`src/rtl/srl_delay_ctrl_if.sv`:
```
// Handshake bundle for srl_delay_ctrl: delay configuration, input sample stream
// and delayed output stream. The slave modport is the controller's view.
`timescale 1ns/1ps
interface srl_delay_ctrl_if #(
  parameter int N = 32,
  parameter int W = 8
);
  logic                 cfg_valid;
  logic [$clog2(N)-1:0] cfg_delay;
  logic                 cfg_clear;
  logic                 cfg_ready;
  logic                 s_valid;
  logic [W-1:0]         s_data;
  logic                 s_ready;
  logic                 m_valid;
  logic [W-1:0]         m_data;
  logic                 m_ready;

  modport master (
    output cfg_valid, cfg_delay, cfg_clear, s_valid, s_data, m_ready,
    input  cfg_ready, s_ready, m_valid, m_data
  );

  modport slave (
    input  cfg_valid, cfg_delay, cfg_clear, s_valid, s_data, m_ready,
    output cfg_ready, s_ready, m_valid, m_data
  );
endinterface

```
`src/rtl/srl_delay_ctrl.sv`:
```
// Controller for an external shift-register delay line with a variable tap.
// Scrubs the line after reset or on request, then streams samples with delay D+1.
`timescale 1ns/1ps
module srl_delay_ctrl #(
  parameter int N = 32,
  parameter int W = 8
) (
  input  logic                   clk,
  input  logic                   rst_n,
  srl_delay_ctrl_if.slave        bus,
  output logic                   srl_en,
  output logic [$clog2(N)-1:0]   srl_sel,
  output logic [W-1:0]           srl_din,
  input  logic [W-1:0]           srl_dout,
  output logic [$clog2(N+1)-1:0] fill,
  output logic                   busy
);

  localparam int DW = $clog2(N);
  localparam int FW = $clog2(N+1);
  localparam logic [DW-1:0] CLR_LAST = DW'(N - 1);

  typedef enum logic {CLEAR, RUN} state_e;

  state_e        state_q, state_d;
  logic [DW-1:0] clr_cnt_q, clr_cnt_d;
  logic [DW-1:0] delay_q, delay_d;
  logic [FW-1:0] fill_q, fill_d;

  logic          is_run;
  logic [FW-1:0] depth;
  logic          full;
  logic          cfg_hs;
  logic          s_rdy;
  logic          push;

  // The SRL has no pop: an output leaves only when a new sample shifts in.
  assign is_run = (state_q == RUN);
  assign depth  = FW'(delay_q) + FW'(1);
  assign full   = (fill_q == depth);
  assign cfg_hs = is_run && bus.cfg_valid;
  assign s_rdy  = is_run && !bus.cfg_valid && ((fill_q <= FW'(delay_q)) || bus.m_ready);
  assign push   = bus.s_valid && s_rdy;

  assign bus.cfg_ready = is_run;
  assign bus.s_ready   = s_rdy;
  assign bus.m_valid   = is_run && !bus.cfg_valid && full && bus.s_valid;
  assign bus.m_data    = srl_dout;

  assign srl_en  = !is_run || push;
  assign srl_din = push ? bus.s_data : '0;
  assign srl_sel = delay_q;
  assign fill    = fill_q;
  assign busy    = !is_run;

  always_comb begin
    state_d   = state_q;
    clr_cnt_d = clr_cnt_q;
    delay_d   = delay_q;
    fill_d    = fill_q;
    case (state_q)
      CLEAR: begin
        if (clr_cnt_q == CLR_LAST) begin
          clr_cnt_d = '0;
          state_d   = RUN;
        end else begin
          clr_cnt_d = clr_cnt_q + DW'(1);
        end
      end
      RUN: begin
        // A new configuration discards everything held, scrubbed or not.
        if (cfg_hs) begin
          delay_d = bus.cfg_delay;
          fill_d  = '0;
          if (bus.cfg_clear) state_d = CLEAR;
        end else if (push && !full) begin
          fill_d = fill_q + FW'(1);
        end
      end
      default: state_d = CLEAR;
    endcase
  end

  always_ff @(posedge clk or negedge rst_n) begin
    if (!rst_n) begin
      state_q   <= CLEAR;
      clr_cnt_q <= '0;
      delay_q   <= '0;
      fill_q    <= '0;
    end else begin
      state_q   <= state_d;
      clr_cnt_q <= clr_cnt_d;
      delay_q   <= delay_d;
      fill_q    <= fill_d;
    end
  end

endmodule
```
`src/flat_wrapper.sv`:
```
// flat-port wrapper written by rule: the top's interface ports become plain ports
module srl_delay_ctrl_flat 
#(
  parameter int N = 32,
  parameter int W = 8
)
  (clk, rst_n, srl_en, srl_sel, srl_din, srl_dout, fill, busy, bus_cfg_valid, bus_cfg_delay, bus_cfg_clear, bus_s_valid, bus_s_data, bus_m_ready, bus_cfg_ready, bus_s_ready, bus_m_valid, bus_m_data);
  srl_delay_ctrl_if #(.N(N), .W(W)) bus_i ();
  input  logic clk;
  input  logic rst_n;
  output logic srl_en;
  output logic [$clog2(N)-1:0] srl_sel;
  output logic [W-1:0] srl_din;
  input  logic [W-1:0] srl_dout;
  output logic [$clog2(N+1)-1:0] fill;
  output logic busy;
  input wire logic [$bits(bus_i.cfg_valid)-1:0] bus_cfg_valid;
  input wire logic [$bits(bus_i.cfg_delay)-1:0] bus_cfg_delay;
  input wire logic [$bits(bus_i.cfg_clear)-1:0] bus_cfg_clear;
  input wire logic [$bits(bus_i.s_valid)-1:0] bus_s_valid;
  input wire logic [$bits(bus_i.s_data)-1:0] bus_s_data;
  input wire logic [$bits(bus_i.m_ready)-1:0] bus_m_ready;
  output wire logic [$bits(bus_i.cfg_ready)-1:0] bus_cfg_ready;
  output wire logic [$bits(bus_i.s_ready)-1:0] bus_s_ready;
  output wire logic [$bits(bus_i.m_valid)-1:0] bus_m_valid;
  output wire logic [$bits(bus_i.m_data)-1:0] bus_m_data;
  assign bus_i.cfg_valid = bus_cfg_valid;
  assign bus_i.cfg_delay = bus_cfg_delay;
  assign bus_i.cfg_clear = bus_cfg_clear;
  assign bus_i.s_valid = bus_s_valid;
  assign bus_i.s_data = bus_s_data;
  assign bus_i.m_ready = bus_m_ready;
  assign bus_cfg_ready = bus_i.cfg_ready;
  assign bus_s_ready = bus_i.s_ready;
  assign bus_m_valid = bus_i.m_valid;
  assign bus_m_data = bus_i.m_data;
  srl_delay_ctrl #(.N(N), .W(W)) u_core (.clk(clk), .rst_n(rst_n), .bus(bus_i), .srl_en(srl_en), .srl_sel(srl_sel), .srl_din(srl_din), .srl_dout(srl_dout), .fill(fill), .busy(busy));
endmodule
```
`config.mk`:
```
export PLATFORM = sky130hd
export DESIGN_NAME = srl_delay_ctrl_flat
export DESIGN_NICKNAME = d
export VERILOG_FILES = /design/src/rtl/srl_delay_ctrl_if.sv /design/src/rtl/srl_delay_ctrl.sv /design/src/flat_wrapper.sv
export SDC_FILE = /design/constraint.sdc
export NUM_CORES = 1
export LEC_CHECK = 0
export CAP_MARGIN = 25
export CORE_MARGIN = 8
export CORE_UTILIZATION = 36
export DETAILED_ROUTE_END_ITERATION = 10
export PLACE_DENSITY = 0.75
export SYNTH_ARGS = -nofsm -noshare
export SYNTH_HDL_FRONTEND = slang
export SYNTH_SLANG_ARGS = --single-unit
```
`constraint.sdc`:
```
create_clock -name clk -period 2.2 [get_ports clk]
set_clock_uncertainty 0.1 [all_clocks]
set_input_delay 0.44 -clock clk [delete_from_list [all_inputs] [get_ports clk]]
set_output_delay 0.44 -clock clk [all_outputs]
set_load 0.1 [all_outputs]
```
==> results of run 1 <==
Yosys cell counts, types with 2 or more instances:
| cell type | instances | share of area, % |
|---|---|---|
| o31ai_1 | 5 | 3.1 |
| nor3_1 | 3 | 1.3 |
| a211oi_1 | 2 | 1.3 |
| nand3_1 | 4 | 1.7 |
| a21oi_1 | 5 | 2.1 |
| nand2_1 | 10 | 3.1 |
| inv_1 | 8 | 2.5 |
| a31oi_1 | 4 | 2.1 |
| nand3b_1 | 2 | 1.3 |
| dfrtp_1 | 17 | 36 |
| o21ai_0 | 10 | 4.2 |
| buf_2 | 2 | 0.84 |
| and2_1 | 9 | 4.7 |
| clkbuf_1 | 2 | 0.63 |
| ha_1 | 9 | 9.4 |
| o211ai_1 | 2 | 1.3 |
| xnor2_1 | 3 | 2.2 |
| nor2_1 | 5 | 1.6 |
| nand4_1 | 2 | 1.0 |
| buf_4 | 8 | 5.0 |
| nor2b_1 | 2 | 1.0 |
| mux2_2 | 2 | 1.9 |
| or4_1 | 3 | 1.9 |
logic make-up (layout without fill, tap and decap cells):
family          Yosys count  in the layout
compound gates           33             33
xor+xnor                  4              4
fa+ha+maj                 9              9
buf+inv                  21             80
flops                    17             17
mux                       3              3
simple gates             47             47
flip-flops by register name, indices dropped and copies added (netlist names):
signal	count
u_core.fill	6
u_core.clr_cnt_q	5
u_core.srl_sel	5
u_core.bus.cfg_ready	1
area by class of cell:
cell class                 count  area, sq um
clock buffer                   3         22.5
fill                         270         1110
multi-input combinational     96          828
tap                           46         57.6
clock inverter                 1         7.51
sequential                    17          458
inverter                       8         38.8
timing repair buffer          68          734
path summary, 6_finish.rpt:
check                                            to  slack [ns]
worst max-delay path                         srl_en       -0.56
worst min-delay path              u_core.srl_sel[2]        0.36
worst max register to register       u_core.fill[3]       -0.38
worst min register to register  u_core.clr_cnt_q[3]        0.40
max in group asynchronous         u_core.srl_sel[4]        1.42
min in group clk                u_core.clr_cnt_q[3]        0.40
per-stage QoR:
step / TNS, ns / setup slack (ns) / util, % / power (uW) / instance area (sq um)
floorplan: -7.65 / -0.597 / - / 2050 / 1340
global placement: -3.73 / -0.271 / 61.6 / 2570 / 2010
detailed placement: -4.81 / -0.334 / 61.6 / 2650 / 2010
CTS: -7.12 / -0.539 / 65.5 / 2940 / 2130
global route: -9.33 / -0.652 / 65.9 / 3110 / 2150
finish: -7.77 / -0.564 / 65.9 / 2930 / 2150
repair_timing:
item	CTS	global route
hold buffers	0	0
pin swaps	16	10
buffers inserted	3	0
gates resized for setup	17	3
setup endpoints to repair	17	17
per-layer routing:
layer	wire [um]	global-route usage, %	part of all wire [%]
met2	2050	27.8	54
met4	57	4.88	1.5
met3	194	3.55	5.1
met5	0	0	0
met1	1500	15.6	39
report_power, final:
part           internal, uW  total [uW]  switching [uW]
clock                  69.0         178             109
sequential              465         598             132
combinational           827        2160            1330
total                  1360        2930            1570
worst max-delay path, delay by kind of cell (launching register included):
family / cells / cell delay (ns)
adders and majority gates: 1 / 0.19
buffers and inverters: 3 / 0.37
and+or+nand+nor: 3 / 0.42
AOI/OAI and AO/OA: 2 / 0.45
DFF: 1 / 0.51
==> metrics, run 1 <==
failing checks setup timing; Iter 0 DRT Violations 46; WL/cell 15.9 um; worst setup margin -0.564 ns; Post-Synth XOR/XNOR Area 2.93%; CTS sink count 17; Fin Hold WS 0.361 ns; drt pass-1 iters 4; Post-Layout Cell Count 239; pwr/cell area 1370 nW/um^2; number of CTS-inserted buffers 3; Pins Over Slew Limit 0; CP Max Fanout 2; sequential fraction of the synthesis area 35.5%; Setup Viol. Count Final 17; Ports 59; worst skew pair latency 0.29 ns; vias in the first global route 1340; GRT Residual Overflow 0; FFs w/ async S/R, synth 100%; routed vias 1212; initial core utilization 36.8%; commonest non-fill, non-tap cells in the layout 35 x buf_4, 18 x clkdlybuf4s50_1, 14 x buf_12, 9 x o21ai_0, 9 x nand2_1; largest family of logic cells by synthesized area simple AND/OR/NAND/NOR gates; CP arrival 2.22 ns; cell area after synthesis 1200 sq um; Core Area 3260 sq um; peak supply drop 868 uV; Slew @ Worst Pin 0.295 ns; CP Launch Type flop; std cell rows 21; Max-Cap Viols 0; largest net degree at the start of global routing 18; Critical Path Sink Type output pin; post-synthesis mux area share 2.72%; status finished with violations; nets@finish 230; Largest stage delay, worst path 0.51 ns; commonest non-fill, non-tap cell in the layout buf_4; Synth Area per Inst 8.94 sq um; crit path cell chain inv_4, ha_4, and4b_1, a31o_1, a31oi_4, buf_6, or2_4, nand2_8, buf_12; post-synthesis simple-gate area fraction 21.8%; Yosys Warn Count 0; Min-Delay Path Class in -> async; All-Layer GR Usage 14.8%; Setup crit start u_core.srl_sel[3]; R2R depth 9; clock transition at the registers of the reported paths 0.11 ns; final period utilization 126%; Leak 0.000863 uW; r2r startpoint u_core.fill[3]; Cells after Synth 134; fin crit period 2.76 ns; crit path kind reg -> out; antenna violations before repair 0; Slew headroom 80.2%; Syn-to-layout area delta 79.3%; Placer Congestion 0.839; synth unique cells 38; Synth Flop Type dfrtp_1; first-pass GRT wire length 6340 um; WL final 3800 um; Crit-path slowest cell dfrtp_4; Via density 5.07; HPWL after detailed placement 3050 um; Die Height 73.7 um; EDFF count, synth 0; CTS Root Cell clkbuf_4; quantity of I/O buffers inserted on ports 42; Synth Area in Compound Gates 17.7%; flops & latches, synth 17; TritonCTS clock tree yes; DIE AREA 5430 sq um; antenna fix cells 0; chip width 73.7 um; post-route ant nets 0; fmax 362 MHz; Adder-Cell Fraction of Synth Area 9.40%; Synth Net Count 170; Final Hold Viols 0; maximum root-to-sink buffer count 2; fraction of layout cells with a size suffix above 1 52.8%; CP Data Required Time 1.66 ns; # DRC 0; placed cell count 233; H-tree depth 1; RSZ-0062 raised after global routing yes
Power figures use the tool's default switching activity.
==> run 2: changes to the inputs <==
- clock period: 2.2 -> 2.3 ns (I/O delays scaled with it)
==> metrics, run 2 (same netlist as run 1, synthesis figures left out) <==
status finished with violations (unchanged); failing checks setup timing (unchanged); drt pass-1 iters 4 (unchanged); GRT Residual Overflow 0 (unchanged); chip width 73.7 um (unchanged); CP Data Required Time 1.74 ns (was 1.66 ns); peak supply drop 714 uV (was 868 uV); sw power 1520 uW (was 1570 uW); fraction of layout cells with a size suffix above 1 54.4% (was 52.8%); Post-Layout Cell Count 239 (unchanged); post-route ant nets 0 (unchanged); nets@finish 230 (unchanged); Comb power frac 73.0% (was 73.5%); fmax 363 MHz; Syn-to-layout area delta 80.9% (was 79.3%); CP arrival 2.20 ns (was 2.22 ns); Slew headroom 81.3% (was 80.2%); # DRC 0 (unchanged); Setup crit start u_core.fill[3] (was u_core.srl_sel[3]); HPWL after detailed placement 2990 um (was 3050 um); Core Area 3260 sq um (unchanged); WL/cell 15.9 um (unchanged); number of CTS-inserted buffers 3 (unchanged); Die Height 73.7 um (unchanged); internal power 1300 uW (was 1360 uW); Min-Delay Path Class in -> async (unchanged); commonest non-fill, non-tap cells in the layout 33 x buf_4, 18 x clkdlybuf4s50_1, 12 x buf_12, 9 x o21ai_0, 9 x nand2_1 (was 35 x buf_4, 18 x clkdlybuf4s50_1, 14 x buf_12, 9 x o21ai_0, 9 x nand2_1); Via density 5.15 (was 5.07); reg-to-reg endpoint u_core.fill[4] (was u_core.fill[3]); worst skew pair latency 0.29 ns (about the same); Power Total 2820 uW (was 2930 uW); initial core utilization 36.8% (unchanged); CP Max Fanout 2 (unchanged); CTS sink count 17 (unchanged); TritonCTS clock tree yes (unchanged); Final Hold Viols 0 (unchanged); crit path kind reg -> out (unchanged); Leak 0.000864 uW (was 0.000863 uW); first-pass GRT wire length 6010 um (was 6340 um); WL final 3800 um (unchanged); quantity of I/O buffers inserted on ports 42 (unchanged); final core utilization 66.5% (was 65.9%); largest net degree at the start of global routing 18 (unchanged); Iter 0 DRT Violations 43 (was 46); All-Layer GR Usage 14.3% (was 14.8%); CP Launch Type flop (unchanged); maximum root-to-sink buffer count 2 (unchanged); final period utilization 120%; r2r startpoint u_core.fill[3] (unchanged); share of power burned in registers 20.9% (was 20.4%); max reg flops 6 (unchanged); Placer Congestion 0.825 (was 0.839); fin crit period 2.76 ns; Ports 59 (unchanged); DIE AREA 5430 sq um (unchanged); H-tree depth 1 (unchanged); sw frac 53.9% (was 53.6%); Pins Over Slew Limit 0 (unchanged); Max-Cap Viols 0 (unchanged); Slew @ Worst Pin 0.278 ns (was 0.295 ns); RSZ-0062 raised after global routing yes (unchanged); Critical Path Sink Type output pin (unchanged); std cell rows 21 (unchanged); vias in the first global route 1237 (was 1340); antenna fix cells 0 (unchanged); CTS Root Cell clkbuf_4 (unchanged); placed cell count 232 (was 233); antenna violations before repair 0 (unchanged); R2R depth 9 (unchanged); clock share of power 6.1% (about the same); Fillers 277 (was 270); R2R Setup Slk -0.24 ns (was -0.38 ns); Post-CTS Hold Fix Bufs 0 (unchanged); pwr/cell area 1300 nW/um^2 (was 1370 nW/um^2); Fin Hold WS 0.379 ns (was 0.361 ns); worst setup margin -0.455 ns (was -0.564 ns); Setup Viol. Count Final 17 (unchanged); commonest non-fill, non-tap cell in the layout buf_4 (unchanged); clock transition at the registers of the reported paths 0.11 ns (about the same); routed vias 1231 (was 1212)
-- run 2: cell types whose count changed in the layout (fill, tap and decap cells not counted) --
| cell | before | now |
|---|---|---|
| buf_6 | 1 | 5 |
| or4_1 | 0 | 1 |
| or4_4 | 3 | 2 |
| ha_1 | 6 | 4 |
| nor2b_4 | 1 | 2 |
| inv_2 | 1 | 2 |
| ha_4 | 3 | 5 |
| buf_12 | 14 | 12 |
| buf_4 | 35 | 33 |
| inv_1 | 4 | 3 |
| nor2b_1 | 1 | 0 |
-- run 2: final cells by class --
type | count | area (sq um) | area share, %
clock buffer | 3 | 22.5 | 1.04
inverter | 8 | 38.8 | 1.79
clock inverter | 1 | 7.51 | 0.347
sequential | 17 | 458 | 21.1
multi-input combinational | 96 | 857 | 39.6
timing repair buffer | 68 | 724 | 33.4
tap | 46 | 57.6 | 2.66
-- run 2: routing by layer --
metal	share of wire (%)	vias up	global-route usage [%]
li1	-	593	-
met2	53	31	24.7
met1	40	599	16.1
met5	0	-	0
met4	1.9	0	7.32
met3	5.5	8	3.14
-- run 2: metrics by stage --
| step | worst slack (ns) | setup TNS (ns) | instance area [sq um] |
|---|---|---|---|
| CTS | -0.473 | -5.31 | 2120 |
| global route | -0.539 | -6.41 | 2170 |
| global placement | -0.230 | -3.18 | 1990 |
| floorplan | -0.517 | -6.17 | 1340 |
| finish | -0.455 | -5.18 | 2170 |
| detailed placement | -0.284 | -3.43 | 1990 |
-- run 2: worst max-delay path, cell delays in order, from the launching register on --
cell and delay (ns):
dfrtp_4 0.51, ha_4 0.27, and4b_1 0.22, a31o_1 0.19, a31oi_4 0.06, buf_6 0.14
or2_4 0.27, nand2_8 0.06, buf_12 0.17
-- run 2: worst max path at each step --
stage | endpoint | depth (start not counted)
2_1_floorplan | bus_s_ready | 3
3_3_place_gp | srl_din[1] | 9
3_5_place_dp | u_core.fill[4] | 10
4_1_cts | bus_m_valid | 8
5_1_grt | bus_m_valid | 8
6_report | srl_en | 8
-- run 2: what timing repair did --
action                     CTS  global route
setup endpoints to repair   17            17
pin swaps                   11            12
gates resized for setup     21             8
buffers inserted             4             2
hold endpoints to repair     0             0
-- run 2: power groups by stage --
stage,Sequential [uW],Clock [uW],Combinational (uW)
floorplan,1030,0,924
global placement,565,0,1830
detailed placement,578,0,1880
CTS,586,176,2000
global route,609,192,2180
finish,588,171,2060
==> run 3: changes to the inputs <==
- GPL_ROUTABILITY_DRIVEN: unset -> 0
==> results of run 3 <==
Same layout as run 2: the final DEF is identical, and so are final timing and power.
